--- src/rtl/bcd_pkg.sv ---
// Shared types and constants for the digit-serial BCD adder/subtractor.
package bcd_pkg;

    typedef logic [3:0] bcd_digit_t;

    localparam bcd_digit_t BCD_NINE = 4'd9;
    localparam bcd_digit_t BCD_SIX  = 4'd6;

    typedef enum logic [1:0] {
        S_IDLE = 2'd0,
        S_RUN  = 2'd1,
        S_DONE = 2'd2
    } state_t;

    // True when a 4-bit code is not a legal decimal digit.
    function automatic logic is_non_bcd(input bcd_digit_t d);
        return (d > BCD_NINE);
    endfunction

endpackage

--- src/rtl/bcd_digit_addsub.sv ---
// Single BCD digit add/subtract cell.
// Subtraction uses the 9's complement of b plus an incoming carry of 1
// (10's complement overall). A raw sum above nine is corrected by +6 and
// produces a decimal carry.
import bcd_pkg::*;

module bcd_digit_addsub (
    input  bcd_digit_t a,
    input  bcd_digit_t b,
    input  logic       sub,
    input  logic       cin,
    output bcd_digit_t digit,
    output logic       cout
);

    bcd_digit_t b_eff;
    logic [4:0] raw;

    // Select b or its 9's complement, add, then apply the decimal correction.
    always_comb begin
        b_eff = sub ? (BCD_NINE - b) : b;
        raw   = {1'b0, a} + {1'b0, b_eff} + {4'b0000, cin};
        digit = raw[3:0];
        cout  = 1'b0;
        if (raw > 5'd9) begin
            digit = raw[3:0] + BCD_SIX;
            cout  = 1'b1;
        end
    end

endmodule

--- src/rtl/bcd_serial_addsub.sv ---
// Digit-serial packed-BCD adder/subtractor, one digit per clock, LSD first.
// Optional feature macro: BCD_INPUT_CHECK_EN (adds bcd_err output and the
// per-digit legality check of a and b at acceptance).
//
// Handshake: a transfer happens on a rising edge where valid and ready are
// both 1. in_ready is 1 only in IDLE; out_valid is 1 only in DONE, and
// result/cout (and bcd_err) stay stable while out_valid is high and
// out_ready is low. Neither valid depends combinationally on its ready.
import bcd_pkg::*;

module bcd_serial_addsub #(
    parameter int DIGITS = 4
) (
    input  logic                  clk,
    input  logic                  rst_n,
    input  logic                  in_valid,
    output logic                  in_ready,
    input  logic [4*DIGITS-1:0]   a,
    input  logic [4*DIGITS-1:0]   b,
    input  logic                  sub,
    input  logic                  cin,
    output logic                  out_valid,
    input  logic                  out_ready,
    output state_t                dbg_state,
    output logic [4*DIGITS-1:0]   result,
    output logic                  cout
`ifdef BCD_INPUT_CHECK_EN
    ,
    output logic                  bcd_err
`endif
);

    localparam int W  = 4 * DIGITS;
    localparam int CW = (DIGITS > 1) ? $clog2(DIGITS) : 1;
    localparam logic [CW-1:0] LAST_DIGIT = CW'(DIGITS - 1);

    state_t        state;
    state_t        state_next;
    logic [CW-1:0] cnt;
    logic [W-1:0]  a_sr;
    logic [W-1:0]  b_sr;
    logic [W-1:0]  res_sr;
    logic [W+3:0]  res_cat;
    logic          sub_q;
    logic          carry_q;
    logic          cout_q;
    bcd_digit_t    dig;
    logic          dig_cout;
    logic          accept;
    logic          last_digit;

    assign accept     = (state == S_IDLE) && in_valid;
    assign last_digit = (cnt == LAST_DIGIT);

    // Low digit of the operand shift registers through the one-digit cell.
    bcd_digit_addsub u_digit (
        .a     (a_sr[3:0]),
        .b     (b_sr[3:0]),
        .sub   (sub_q),
        .cin   (carry_q),
        .digit (dig),
        .cout  (dig_cout)
    );

    // New digit enters at the top; after DIGITS shifts digit 0 sits at the bottom.
    assign res_cat = {dig, res_sr} >> 4;

    // State register.
    always_ff @(posedge clk) begin
        if (!rst_n) state <= S_IDLE;
        else        state <= state_next;
    end

    // Next-state logic and handshake outputs.
    always_comb begin
        state_next = state;
        in_ready   = 1'b0;
        out_valid  = 1'b0;
        case (state)
            S_IDLE: begin
                in_ready = 1'b1;
                if (in_valid) state_next = S_RUN;
            end
            S_RUN: begin
                if (last_digit) state_next = S_DONE;
            end
            S_DONE: begin
                out_valid = 1'b1;
                if (out_ready) state_next = S_IDLE;
            end
            default: state_next = S_IDLE;
        endcase
    end

    // Operand capture, per-digit shifting, counter and final carry.
    always_ff @(posedge clk) begin
        if (!rst_n) begin
            a_sr    <= '0;
            b_sr    <= '0;
            res_sr  <= '0;
            sub_q   <= 1'b0;
            carry_q <= 1'b0;
            cout_q  <= 1'b0;
            cnt     <= '0;
        end else if (accept) begin
            a_sr    <= a;
            b_sr    <= b;
            sub_q   <= sub;
            carry_q <= sub ? 1'b1 : cin;
            cnt     <= '0;
        end else if (state == S_RUN) begin
            a_sr    <= a_sr >> 4;
            b_sr    <= b_sr >> 4;
            res_sr  <= res_cat[W-1:0];
            carry_q <= dig_cout;
            cnt     <= cnt + 1'b1;
            if (last_digit) cout_q <= dig_cout;
        end
    end

    assign result    = res_sr;
    assign cout      = cout_q;
    assign dbg_state = state;

`ifdef BCD_INPUT_CHECK_EN
    logic in_err;
    logic err_q;

    // Flag any non-decimal digit in either incoming operand.
    always_comb begin
        in_err = 1'b0;
        for (int i = 0; i < DIGITS; i++) begin
            if (is_non_bcd(a[4*i +: 4]) || is_non_bcd(b[4*i +: 4])) in_err = 1'b1;
        end
    end

    // Error flag: captured at acceptance, held through DONE, cleared on result handshake.
    always_ff @(posedge clk) begin
        if (!rst_n)                              err_q <= 1'b0;
        else if (accept)                         err_q <= in_err;
        else if ((state == S_DONE) && out_ready) err_q <= 1'b0;
    end

    assign bcd_err = err_q;
`endif

endmodule

--- config.mk ---
export PLATFORM = sky130hd
export DESIGN_NAME = bcd_serial_addsub
export DESIGN_NICKNAME = d
export VERILOG_FILES = /design/src/rtl/bcd_pkg.sv /design/src/rtl/bcd_digit_addsub.sv /design/src/rtl/bcd_serial_addsub.sv
export SDC_FILE = /design/constraint.sdc
export NUM_CORES = 1
export LEC_CHECK = 0
export BUFFER_PORTS_ARGS = -buffer_cell sky130_fd_sc_hd__buf_4
export CAP_MARGIN = 20
export CORE_MARGIN = 8
export CORE_UTILIZATION = 25
export CTS_CLUSTER_SIZE = 16
export DETAILED_ROUTE_END_ITERATION = 8
export SYNTH_ARGS = -nofsm -noshare
export SYNTH_HDL_FRONTEND = slang
export SYNTH_SLANG_ARGS = --single-unit
--- constraint.sdc ---
create_clock -name clk -period 7 [get_ports clk]
set_input_delay 0.7 -clock clk [delete_from_list [all_inputs] [get_ports clk]]
set_output_delay 0.7 -clock clk [all_outputs]
set_load 0.02 [all_outputs]
==> metrics.txt <==
run status=finished, final reports clean; fill count=1053; leakage power total=1.24 nW; most area-hungry cell type in the Yosys netlist=dfxtp_1; post-CTS setup repair buffer count=0; Worst Setup End Kind=register; maximum VDD drop=0.0900 mV; final period utilization=41.3%; cts hold-fix bufs=0; Crit-path slowest cell=dfxtp_1; Clock transition at path regs=0.10 ns; layout cells sized above 1=23.1%; Nets=379; synth cell count leaders=nand2_1 (66), dfxtp_1 (55), a21boi_0 (28), a22oi_1 (24), a21boi_1 (17); Inst Count DP=458; WS Path Type=register to register; area share of the largest cell type after synthesis=44.9%; DRC=0; sequential share of the synthesized area=44.9%; DRT Pass-1 Iters=4; achievable frequency=0.346 GHz; initial antenna violation count=0; Crit path largest cell delay=0.42 ns; post-route ant nets=0; Syn-to-layout area delta=26.9%; Syn Area/Cell=8.66 sq um; Crit Path Max Fanout=4; Port Buffers=58; Longest Clk Path Bufs=2; synth top area cells=dfxtp_1 (45%), nand2_1 (10%), a21boi_0 (8.6%); Routed WL=6600 um; max-capacitance violation count=0; Mapped Area=2450 sq um; Final Hold Fails=0; Yosys cell types=34; cts repair resizes=0; reg2reg start=b_sr[1]; io pins=59; beginning of the critical path=b_sr[1]; number of max-slew violations in the final report=0; total global-route track usage=9.92%; RD Place Congestion=0.777; ys flop type=dfxtp_1; core area=9640 sq um; post-synthesis register bit count=55; post-layout util=32.3%; number of synthesized flops with an enable pin=0; Vias=2121; most common cell in the netlist=nand2_1; Non-Filler Instances=467; Starting Density=25.4%; largest net degree at the start of global routing=56; routed len/inst=14.1 um; Min-Delay Path Class=register to register; PD cells=210 nW/um^2; vias in the first global route=2178; Avg Vias per Cell=4.54; CTS H-Tree Depth=2; R2R setup slack=4.11 ns; # clock sinks=55; Rel. slew slack=66.0%; DP HPWL=4600 um; Worst-Margin Slew=0.510 ns; Data required, critical path=7.20 ns; Cells after Synth=283; Die X=115 um; Setup Viol. Count Final=0; 1st-iter DRT viols=128; row count=36; setup_tns=0 ns; CP dominant cell by count=ha_1; worst skew pair latency=0.30 ns; Inserted Diodes=0; Net Count, Synth=329; Startpoint Class=register; fin crit period=2.89 ns; asr flop ratio synth=0%; first-pass GRT wire length=10600 um; Congestion Overflow GR=0; Die Ht=115 um; setup repair after global routing missed its margin=false; worst hold start=b_sr[8]; CTS buffer count=5; synth warn=0; Clk Tree Root Cell=clkbuf_8; Layout Skew=0.00578 ns; critical path cell sequence=inv_1, ha_1, nand2_1, o21ai_0, ha_1, xnor2_1, ha_1, a22o_1, or3b_4, and2_4, mux2_4; Worst EP arrival=3.09 ns; TritonCTS clock tree=done; die area=13200 sq um
-- worst max-delay path: cells and delay by family (launching register included) --
family / cells / cell delay, ns
adders and majority gates: 3 / 0.87
xor gates and xnor gates: 1 / 0.20
DFF: 1 / 0.42
muxes: 1 / 0.29
and+or+nand+nor: 3 / 0.63
AOI/OAI and AO/OA: 2 / 0.30
buffers and inverters: 1 / 0.06
-- stage by stage --
stage          hold WS, ns  total power [W]  cell area [sq um]  setup slack (ns)
3_5_place_dp         0.446         0.000489               3010              4.13
6_report             0.456         0.000655               3110              4.11
2_1_floorplan        0.435         0.000438               2450              4.31
3_3_place_gp         0.442         0.000486               3010              4.24
5_1_grt              0.481         0.000695               3110              3.98
4_1_cts              0.460         0.000663               3100              4.12
-- layout by cell type (no fill, tap or decap), drive strengths merged --
master,instances
and3,1
o211a,1
o21ai,6
a31oi,1
nor2,7
xnor2,4
a211oi,1
clkbuf,5
a21boi,45
a211o,1
clkinv,3
nor2b,4
a21o,1
o22a,1
fa,2
ha,6
o221ai,1
a22oi,24
a22o,1
and2,3
or2,1
inv,7
nand3b,1
nand2b,2
mux2,1
or3b,1
o21a,2
nand3,9
dfxtp,55
buf,62
nand2,66
a21oi,9
-- power breakdown --
group | total [W] | internal (W) | leakage (nW) | switching (W)
combinational | 0.000136 | 0.0000637 | 0.740 | 0.0000724
clock | 0.000173 | 0.0000689 | 0.0477 | 0.000104
sequential | 0.000345 | 0.000332 | 0.450 | 0.0000136
-- final cells by class --
cell class | count | area, sq um | share of cell area, %
Tap cell | 133 | 166 | 5.35
Sequential cell | 55 | 1100 | 35.4
Inverter | 7 | 26.3 | 0.845
Clock inverter | 3 | 15.0 | 0.483
Multi-Input combinational cell | 202 | 1260 | 40.5
Clock buffer | 5 | 68.8 | 2.21
Timing Repair Buffer | 62 | 473 | 15.2
-- per-layer routing --
metal | global-route usage (%) | vias to the layer above | share of wire, %
met5 | 0 | - | 0
met4 | 1.84 | 0 | 0.53
met3 | 4.10 | 5 | 7.9
met2 | 16.7 | 48 | 48
met1 | 11.6 | 991 | 44
li1 | - | 1077 | -
-- worst paths after layout --
path                     end  cells after the start
hold / removal       b_sr[8]                      2
setup / recovery  result[14]                     11
setup reg to reg  result[14]                     11
hold reg to reg      b_sr[8]                      2
-- cells by family after synthesis --
logic type / Yosys count / share of synthesized area, %
adder cells (fa/ha/maj): 8 / 4.70
flip-flops: 55 / 44.9
multiplexers: 1 / 0.612
AND/OR/NAND/NOR: 95 / 16.7
AO/OA/AOI/OAI: 94 / 27.6
XOR/XNOR: 4 / 1.43
buffers and inverters: 26 / 4.08
-- state kept, by name, summed over array words and instances (netlist names) --
signal	count
b_sr	16
carry_q	1
cnt	2
result	16
dbg_state	2
cout	1
a_sr	16
sub_q	1
(Power assumes the default switching activity.)
